`src/rtl/norm_factor_gen.sv`:
```
// norm_factor_gen: per-frame peak tracker with restoring divider yielding floor((2^FRAC_WIDTH-1)/peak)
module norm_factor_gen #(
  parameter int INT_WIDTH  = 8,
  parameter int FRAC_WIDTH = 16
) (
  input  logic                  clk,
  input  logic                  rst,
  input  logic                  s_valid,
  output logic                  s_ready,
  input  logic [INT_WIDTH-1:0]  s_pixel,
  input  logic                  s_last,
  output logic                  m_valid,
  input  logic                  m_ready,
  output logic [FRAC_WIDTH-1:0] m_norm_factor,
  output logic [INT_WIDTH-1:0]  m_peak
);
  localparam int CW = $clog2(FRAC_WIDTH);
  typedef enum logic [1:0] {ACC, DIV, DONE} state_t;
  state_t                state;
  logic [INT_WIDTH-1:0]  peak;
  logic [INT_WIDTH-1:0]  peak_nxt;
  logic [INT_WIDTH:0]    rem;
  logic [INT_WIDTH+1:0]  t;
  logic [INT_WIDTH:0]    diff;
  logic                  q_bit;
  logic [FRAC_WIDTH-2:0] quo;
  logic [FRAC_WIDTH-1:0] quo_nxt;
  logic [CW-1:0]         cnt;
  // peak doubles as the divisor: it cannot change outside ACC
  always_comb begin
    peak_nxt = s_pixel > peak ? s_pixel : peak;
    t        = {1'b0, rem, 1'b1};
    q_bit    = t >= {2'b00, peak};
    diff     = t[INT_WIDTH:0] - {1'b0, peak};
    quo_nxt  = {quo, q_bit};
  end
  assign s_ready = state == ACC;
  assign m_valid = state == DONE;
  always_ff @(posedge clk) begin
    if (rst) begin
      state         <= ACC;
      peak          <= '0;
      rem           <= '0;
      quo           <= '0;
      cnt           <= '0;
      m_norm_factor <= '0;
      m_peak        <= '0;
    end else begin
      case (state)
        ACC: if (s_valid) begin
          peak <= peak_nxt;
          if (s_last) begin
            state <= DIV;
            rem   <= '0;
            quo   <= '0;
            cnt   <= CW'(FRAC_WIDTH - 1);
          end
        end
        DIV: begin
          rem <= q_bit ? diff : t[INT_WIDTH:0];
          quo <= quo_nxt[FRAC_WIDTH-2:0];
          cnt <= cnt - 1'b1;
          if (cnt == '0) begin
            state         <= DONE;
            m_norm_factor <= quo_nxt;
            m_peak        <= peak;
          end
        end
        default: if (m_ready) begin
          peak  <= '0;
          state <= ACC;
        end
      endcase
    end
  end
endmodule

```
`config.mk`:
```
export PLATFORM = sky130hd
export DESIGN_NAME = norm_factor_gen
export DESIGN_NICKNAME = d
export VERILOG_FILES = /design/src/rtl/norm_factor_gen.sv
export SDC_FILE = /design/constraint.sdc
export NUM_CORES = 1
export LEC_CHECK = 0
export ABC_AREA = 1
export BUFFER_PORTS_ARGS = -buffer_cell sky130_fd_sc_hd__buf_4
export CORE_MARGIN = 3
export CORE_UTILIZATION = 61
export DETAILED_ROUTE_END_ITERATION = 10
export PLACE_DENSITY_LB_ADDON = 0.25
export SKIP_CTS_REPAIR_TIMING = 1
export SLEW_MARGIN = 20
export SYNTH_ARGS = -nofsm -noshare
export SYNTH_HDL_FRONTEND = slang
export SYNTH_SLANG_ARGS = --single-unit
```
`constraint.sdc`:
```
create_clock -name clk -period 3.6 [get_ports clk]
set_input_delay 0.36 -clock clk [delete_from_list [all_inputs] [get_ports clk]]
set_output_delay 0.36 -clock clk [all_outputs]
set_load 0.05 [all_outputs]
```
# Word level (Yosys, flattened, before mapping)
# Index checks and enable logic that the tools add are counted.
[op_classes]
n_bitwise = 1
reduce_logical = 9
n_addsub = 2
muxes = 19
magnitude_cmp = 2
n_eq_ne = 6
[ops]
columns = ["cell", "n"]
rows = [
  ["2-to-1 mux 15 bit", 2],
  ["one-hot mux 15 bit (2 select lines)", 1],
  ["2-to-1 mux 9 bit", 3],
  ["2-to-1 mux 8 bit", 3],
  ["one-hot mux 9 bit (2 select lines)", 1],
  ["one-hot mux 8 bit (2 select lines)", 1],
  [">= comparator 10 x 8 -> 1 bit", 1],
  ["subtractor 9 x 8 -> 9 bit", 1],
  ["> comparator 8 bit", 1],
  ["2-to-1 mux 2 bit", 4],
  ["2-to-1 mux 4 bit", 2],
  ["one-hot mux 4 bit (2 select lines)", 1],
  ["AND reduction 4 bit", 2],
  ["zero test 4 bit", 1],
  ["inequality test 2 x 1 -> 1 bit (second input constant)", 2],
  ["inequality test 2 bit (second input constant)", 2],
  ["one-hot mux 2 bit (2 select lines)", 1],
  ["nonzero test 2 bit", 2],
  ["subtractor 4 x 1 -> 4 bit (second input constant)", 1],
  ["AND reduction 3 bit", 1],
  ["nonzero test 3 bit", 1],
  ["== test 2 x 1 -> 1 bit (second input constant)", 1],
  ["== test 2 bit (second input constant)", 1],
  ["zero test 2 bit", 1],
  ["2 further kinds", 2],
]
[totals]
inputBits = 13
reg_bits = 62

# Logic depth before layout (Yosys ltp)
# Gate-level depths: netlist of the first run.
[logic_depth]
word_depth = 4
mapped_depth = 15

# Worst setup path after synthesis of the first run
# No wires, ideal clock.
[synth_timing]
path_kind = "register to register"
startpoint = "reg peak[3]"
endpoint = "reg rem[6]"
setup_time_ns = 0.132
arrival_ns = 1.544
path_buffers = 0
stages_incl_launch_ff = 10
path_slack_ns = 1.924
synth_period_minus_slack_ns = 1.676
path_cell_list = "dfxtp_1 inv_1 ha_1 or2_1 nand3_1 nand4_2 nand2_1 nand2_1 nand2_1 a21oi_1"
[synth_via]
elab_chain_len = 3
word_cells_on_any_way = 4
classes_between = "add/sub (1); order compare (1); mux (2)"
[synth_lines]
columns = ["element", "line_no", "source"]
rows = [
  ["start: declaration", "20", "logic [INT_WIDTH-1:0] peak;"],
  ["start signal: assignment", "51", "peak <= peak_nxt;"],
  ["subtractor 9 x 8 -> 9 bit or >= comparator 10 x 8 -> 1 bit (tied branches)", "34, 33", ""],
  ["2-to-1 mux 9 bit *", "60", "rem <= q_bit ? diff : t[INT_WIDTH:0];"],
  ["one-hot mux 9 bit (2 select lines) *", "49", "case (state)"],
  ["end signal: assignment", "60", ""],
  ["end: declaration", "22", "logic [INT_WIDTH:0] rem;"],
]
# Mark *: on every way between the ends. The rest lies on a longest branch, timed or not.
# A chain may end at the register's enable or synchronous reset.

# Worst setup path after layout of the first run
[layout_timing]
startpoint = "reg state[0]"
endpoint = "reg m_peak[2]"
[layout_via]
elab_chain_len = 2
[layout_lines]
columns = ["element", "line_no", "source"]
rows = [
  ["start: declaration", "19", "state_t state;"],
  ["start signal: assignment", "41", "state <= ACC;"],
  ["start signal: assignment", "53", "state <= DIV;"],
  ["start signal: assignment", "64", "state <= DONE;"],
  ["== test 2 x 1 -> 1 bit", "49", ""],
  ["AND reduction 2 bit (no source line)", "-", ""],
  ["end signal: assignment", "66", "m_peak <= peak;"],
  ["end: declaration", "15", "output logic [INT_WIDTH-1:0] m_peak"],
]
# Every way passes these cells.

==> key figures, run 1 <==
Floorplanning
  • I/O pins: 39
  • Core ar.: 4530 sq um
  • Cell row count: 24
  • Die area: 5760 sq um
  • Chip width: 75.9 microns
  • Initial Utilization: 0.657
  • DIE HEIGHT: 75.9 microns

Timing
  • Crit path time final: 2.24 ns
  • Max Slew Vio Count: 0
  • Clock skew: 0.0101 ns
  • Final setup fails: 0
  • Max transition margin: 0.394
  • Fmax: 0.446 GHz
  • Fin Setup TNS: 0 ns
  • Final hold viol count: 0
  • Final period util: 0.622
  • Tightest Pin Transition: 0.908 ns
  • RSZ-0062 raised after global routing: false

Power
  • IR drop worst, VDD: 452 uV
  • Tot Pwr: 2300 uW
  • Leakage power: 0.00158 uW
  • Power density cells: 665 nW/um^2

Worst setup path
  • Worst Setup Start Kind: flop
  • CP arrival: 2.52 ns
  • Crit-path max cell delay: 0.49 ns
  • Worst EP required: 3.88 ns
  • Worst reg-to-reg path cell count: 6
  • CP max-delay cell: nor2_4
  • Biggest fanout along the worst timing path: 32
  • Cell mode on critical path: inv_2
  • Worst setup path class: reg -> reg
  • Crit path cell chain: inv_2 -> nor2_4 -> nand3_4 -> inv_2 -> o21ai_0 -> a21oi_1
  • Crit end category: flop

Global route
  • First-pass GRT wire length: 11.0 mm
  • Vias in the first global route: 2407
  • Initial antenna violation count: 0
  • Grt ovf: 0
  • Largest net degree at the start of global routing: 34
  • Global Route Usage Sum: 0.257

Detailed routing
  • TritonRoute pass-1 iters: 4
  • Detailed Route Iter0 Violations: 208
  • Routed len/inst: 12.9 microns
  • Vias: 2725
  • Post-route DRC: 0
  • DR vias/cell: 5.24
  • Final ANT Viol Nets: 0
  • WL final: 6.69 mm

Clock network
  • Clock sink total: 62
  • Clk Latency, worst-skew pair: 0.34 ns
  • CTS tree: done
  • Clk root buf: clkbuf_8
  • Max H-tree Level: 3
  • Cts bufs inserted: 9
  • Clk buf depth: 2
  • Clk slew on worst S/H paths: 0.08 ns

Yosys
  • Synth warn: 0
  • Seq/Total Area, Yosys: 0.417
  • Cells after Synth: 416
  • Syn nets: 446
  • Post-Syn Area: 2980 sq um
  • Ys async rst share: 0
  • EDFF count, synth: 0
  • Distinct cell type count of the synthesized netlist: 30
  • Mean area per synthesized cell: 7.16 sq um
  • Flops & latches, synth: 62
  • Yosys top cell area share: 0.417
  • Largest cells by area after synthesis: dfxtp_1 (42%), nand2_1 (13%), a21oi_1 (7.9%)
  • Post-synthesis cell type with the largest combined area: dfxtp_1
  • Synth Flop Type: dfxtp_1

Worst hold path
  • Hold depth: 4
  • Min-delay worst type: in -> reg

Finish
  • Share of cells above drive strength 1: 0.147
  • Synth-to-Final Area Change: 16.3%
  • # diodes: 0
  • Layout fillers: 344
  • Final #Nets: 480

Job
  • Max Cap Viol: 0

Placement
  • Routability Congestion: 0.837
  • Number of port buffers: 38
  • Post-detail-place hpwl: 4.57 mm

Status
  • Status: completed
==> registers in the layout, summed over array words and instances (netlist names) <==
| register | flops |
|---|---|
| m_norm_factor | 16 |
| quo | 15 |
| cnt | 4 |
| peak | 8 |
| rem | 9 |
| state | 2 |
| m_peak | 8 |
==> Yosys cell counts, types with 3 or more instances <==
master and n:
o21ai_1 14, a21oi_1 47, dfxtp_1 62, inv_1 34
xor2_1 3, buf_4 3, nor2_1 57, o21ai_0 14
buf_2 5, inv_2 5, clkbuf_1 7, nand3_1 22
nand2_1 107, ha_1 16
==> metrics by stage <==
| step | instance area [sq um] | worst slack (ns) | utilization | hold WS (ns) | std cells |
|---|---|---|---|---|---|
| 5_1_grt | 3460 | 1.11 | 0.764 | 0.365 | 520 |
| 3_3_place_gp | 3270 | 1.47 | 0.720 | 0.451 | 504 |
| 6_report | 3460 | 1.36 | 0.764 | 0.332 | 520 |
| 3_5_place_dp | 3270 | 1.41 | 0.720 | 0.455 | 504 |
| 2_1_floorplan | 2980 | 1.92 | - | 0.440 | 416 |
| 4_1_cts | 3460 | 1.37 | 0.764 | 0.330 | 520 |
==> metal layers <==
metal	routed length [microns]	global-route usage
met5	0	0
met4	61	0.0777
met1	3040	0.338
met3	440	0.0752
met2	3140	0.407
==> where the power goes <==
part | internal (uW) | switching (uW) | leakage (uW)
clock | 322 | 290 | 0.0000960
sequential | 757 | 53.6 | 0.000504
combinational | 304 | 578 | 0.000975
total | 1380 | 921 | 0.00158
==> path summary, 6_finish.rpt <==
path | startpoint | endpoint | slack (ns)
min | m_ready | state[1] | 0.33
max reg2reg | state[0] | m_peak[2] | 1.36
min reg2reg | rem[0] | rem[0] | 0.47
max | state[0] | m_peak[2] | 1.36
==> placed cells by master (no fill, tap or decap), types with 2 or more instances in the layout <==
cell type     n
o21ai_0      14
a21o_1        2
nor2_4        2
clkinvlp_4    2
o21ai_1      14
buf_4        39
clkbuf_8      9
nand3_1      22
inv_1        34
inv_6         2
nor2_1       57
ha_1         16
xnor2_1       2
dfxtp_1      62
nand3b_1      2
xor2_1        3
clkinv_2      2
a21oi_1      47
inv_2         5
nand2_1     107
==> final cells by class <==
| class | count | area [sq um] | area share |
|---|---|---|---|
| clock inverter | 7 | 72.6 | 0.0210 |
| multi-input combinational | 299 | 1510 | 0.435 |
| inverter | 39 | 146 | 0.0423 |
| sequential | 62 | 1240 | 0.358 |
| tap | 65 | 81.3 | 0.0235 |
| timing repair buffer | 39 | 293 | 0.0845 |
| clock buffer | 9 | 124 | 0.0358 |
==> worst max-delay path, delay by kind of cell (launching register included) <==
family                 cells  cell delay, ns
AO/OA/AOI/OAI              2            0.30
flip-flops                 1            0.47
buffers and inverters      2            0.55
AND/OR/NAND/NOR            2            0.83
==> kinds of logic after synthesis <==
kind of cell             share of synthesized area
XOR/XNOR                                    0.0147
buffers and inverters                       0.0777
AND/OR/NAND/NOR                              0.275
adder cells (fa/ha/maj)                     0.0739
AO/OA/AOI/OAI                                0.142
flip-flops                                   0.417
Note: power is estimated with default switching activity, not from simulation.
==> run 2: changes to the inputs <==
--- a/config.mk
+++ b/config.mk
@@ -8,7 +8,7 @@
 export ABC_AREA = 1
 export BUFFER_PORTS_ARGS = -buffer_cell sky130_fd_sc_hd__buf_4
 export CORE_MARGIN = 3
-export CORE_UTILIZATION = 61
+export CORE_UTILIZATION = 57
 export DETAILED_ROUTE_END_ITERATION = 10
 export PLACE_DENSITY_LB_ADDON = 0.25
 export SKIP_CTS_REPAIR_TIMING = 1
==> constraint.sdc (replaced) <==
create_clock -name clk -period 2.3 [get_ports clk]
set_input_delay 0.23 -clock clk [delete_from_list [all_inputs] [get_ports clk]]
set_output_delay 0.23 -clock clk [all_outputs]
set_load 0.05 [all_outputs]
==> run 2 against run 1 <==
  * First-iteration DRC count down 2.9%
  * Core utilization down 5.1 points
  * Clock-buffer cell count up 4
  * Global-route usage down 0.91 points
  * Largest cell class unchanged
  * Die area up 6.5%
  * Cell area up 0.43%
==> key figures, run 2 (synthesized netlist as in run 1, its figures left out) <==
Finish
  • Most frequent cells in the layout: nand2_1 (107), dfxtp_1 (62), nor2_1 (57) (unchanged)
  • Largest regs: m_norm_factor (16), quo (15), rem (9) (unchanged)
  • Commonest non-fill, non-tap cell in the layout: nand2_1 (unchanged)
  • Share of cells above drive strength 1: 0.151 (was 0.147)
  • Final #Nets: 483 (was 480)
  • Largest Register: m_norm_factor (unchanged)
  • Max FFs per register: 16 (unchanged)
  • Multi-input logic area: 1510 sq um (unchanged)
  • Synth-to-Final Area Change: 16.8% (was 16.3%)
  • Layout fillers: 416 (was 344)
  • # diodes: 0 (unchanged)
  • Register cell area after layout: 1240 sq um (unchanged)

Timing
  • RSZ-0062 raised after global routing: false (unchanged)
  • Worst hold slack: 0.209 ns (was 0.332 ns)
  • Fin Setup TNS: 0 ns (unchanged)
  • Fmax: 0.510 GHz (was 0.446 GHz)
  • Max transition margin: 0.631 (was 0.394)
  • Final hold viol count: 0 (unchanged)
  • Tightest Pin Transition: 0.553 ns (was 0.908 ns)
  • Final setup fails: 0 (unchanged)
  • Clock skew: 0.0118 ns (was 0.0101 ns)
  • Crit path time final: 1.96 ns (was 2.24 ns)
  • Max Slew Vio Count: 0 (unchanged)
  • Final period util: 0.852 (was 0.622)

Floorplanning
  • Core ar.: 4880 sq um (was 4530 sq um)
  • Chip width: 78.3 microns (was 75.9 microns)
  • Initial Utilization: 0.610 (was 0.657)
  • I/O pins: 39 (unchanged)
  • DIE HEIGHT: 78.3 microns (was 75.9 microns)
  • Cell row count: 25 (was 24)
  • Die area: 6130 sq um (was 5760 sq um)

Worst hold path
  • Worst min-delay path startpoint: m_ready (unchanged)
  • Min-delay worst type: in -> reg (unchanged)

Clock network
  • Clk root buf: clkbuf_8 (unchanged)
  • Clk buf depth: 2 (unchanged)
  • Max H-tree Level: 3 (unchanged)
  • Cts bufs inserted: 9 (unchanged)
  • CTS tree: done (unchanged)
  • Clk slew on worst S/H paths: 0.07 ns (was 0.08 ns)
  • Clk Latency, worst-skew pair: 0.34 ns (about the same)
  • Clock sink total: 62 (unchanged)

Global route
  • Largest net degree at the start of global routing: 33 (was 34)
  • Global Route Usage Sum: 0.248 (was 0.257)
  • Initial antenna violation count: 0 (unchanged)
  • First-pass GRT wire length: 12.0 mm (was 11.0 mm)
  • Grt ovf: 0 (unchanged)
  • Vias in the first global route: 2655 (was 2407)

Detailed routing
  • Vias: 2812 (was 2725)
  • WL final: 6.95 mm (was 6.69 mm)
  • Detailed Route Iter0 Violations: 202 (was 208)
  • TritonRoute pass-1 iters: 5 (was 4)
  • Routed len/inst: 13.2 microns (was 12.9 microns)
  • DR vias/cell: 5.36 (was 5.24)
  • Post-route DRC: 0 (unchanged)
  • Final ANT Viol Nets: 0 (unchanged)

Placement
  • Post-detail-place hpwl: 4.82 mm (was 4.57 mm)
  • Number of port buffers: 38 (unchanged)
  • Routability Congestion: 0.876 (was 0.837)

Worst setup path
  • Critical Path Start: peak[2] (was state[0])
  • Worst EP required: 2.58 ns (was 3.88 ns)
  • Cell mode on critical path: nand2_1 (was inv_2)
  • CP arrival: 2.24 ns (was 2.52 ns)
  • Crit path cell chain: inv_1 -> ha_1 -> nand2_1 -> inv_1 -> nand2_1 -> nand2_1 -> nand2_1 -> nand2_1 -> nand2_1 -> nand2_1 -> nand2_1 -> nand2_1 -> nand2_1 -> nor2_1 (was inv_2 -> nor2_4 -> nand3_4 -> inv_2 -> o21ai_0 -> a21oi_1)
  • Worst setup path class: reg -> reg (unchanged)
  • Worst Setup Start Kind: flop (unchanged)
  • Crit-path max cell delay: 0.39 ns (was 0.49 ns)
  • CP max-delay cell: dfxtp_1 (was nor2_4)
  • Launching point of the worst reg2reg path: peak[2] (was state[0])
  • Biggest fanout along the worst timing path: 15 (was 32)
  • Crit end category: flop (unchanged)

Power
  • IR drop worst, VDD: 636 uV (was 452 uV)
  • Tot Pwr: 3570 uW (was 2300 uW)
  • Power density cells: 1030 nW/um^2 (was 665 nW/um^2)
  • Leakage power: 0.00159 uW (was 0.00158 uW)

Job
  • Max Cap Viol: 0 (unchanged)

Status
  • Status: completed (unchanged)
## run 2: cell types whose count changed in the layout (fill, tap and decap cells not counted), sizes merged
| cell | previous run | this run |
|---|---|---|
| inv | 41 | 39 |
| buf | 39 | 42 |
| bufinv | 1 | 0 |
| clkbuf | 9 | 13 |
| clkinvlp | 2 | 1 |
## run 2: report_power, final
group,switching [uW],internal (uW),total (uW)
registers,78.4,1180,1260
logic,926,485,1410
clock network,416,476,892
## run 2: final cells by class
type,count,share of cell area
clock buffers,13,0.0486
clock inverters,3,0.00504
inverters,39,0.0421
multi-input cells,299,0.433
flip-flops and latches,62,0.357
well taps,67,0.0241
repair buffers,42,0.0906
## run 2: critical path: cells and delay by family, from the launching register on
| family | cells | cell delay [ns] |
|---|---|---|
| and+or+nand+nor | 11 | 1.02 |
| buffers and inverters | 2 | 0.20 |
| adders and majority gates | 1 | 0.29 |
| DFF | 1 | 0.39 |
## run 2: layer usage
layer | part of all wire | wire [microns] | track usage
met5 | 0 | 0 | 0
met4 | 0.015 | 106 | 0.0927
met3 | 0.064 | 444 | 0.0619
met2 | 0.49 | 3370 | 0.414
met1 | 0.43 | 3020 | 0.308
## run 2: path summary, 6_finish.rpt
| path | slack [ns] | cells past startpoint | end |
|---|---|---|---|
| max reg2reg | 0.34 | 14 | peak[6] |
| min | 0.21 | 4 | state[1] |
| min reg2reg | 0.47 | 2 | quo[14] |
| max | 0.34 | 14 | peak[6] |
## run 2: metrics by stage
stage	worst slack (ns)	cells	util	cell area, sq um
final	0.341	525	0.713	3480
after floorplan	0.624	416	-	2980
after global placement	0.437	509	0.675	3290
after detailed placement	0.373	509	0.675	3290
after global routing	0.0798	525	0.713	3480
after CTS	0.351	525	0.713	3480
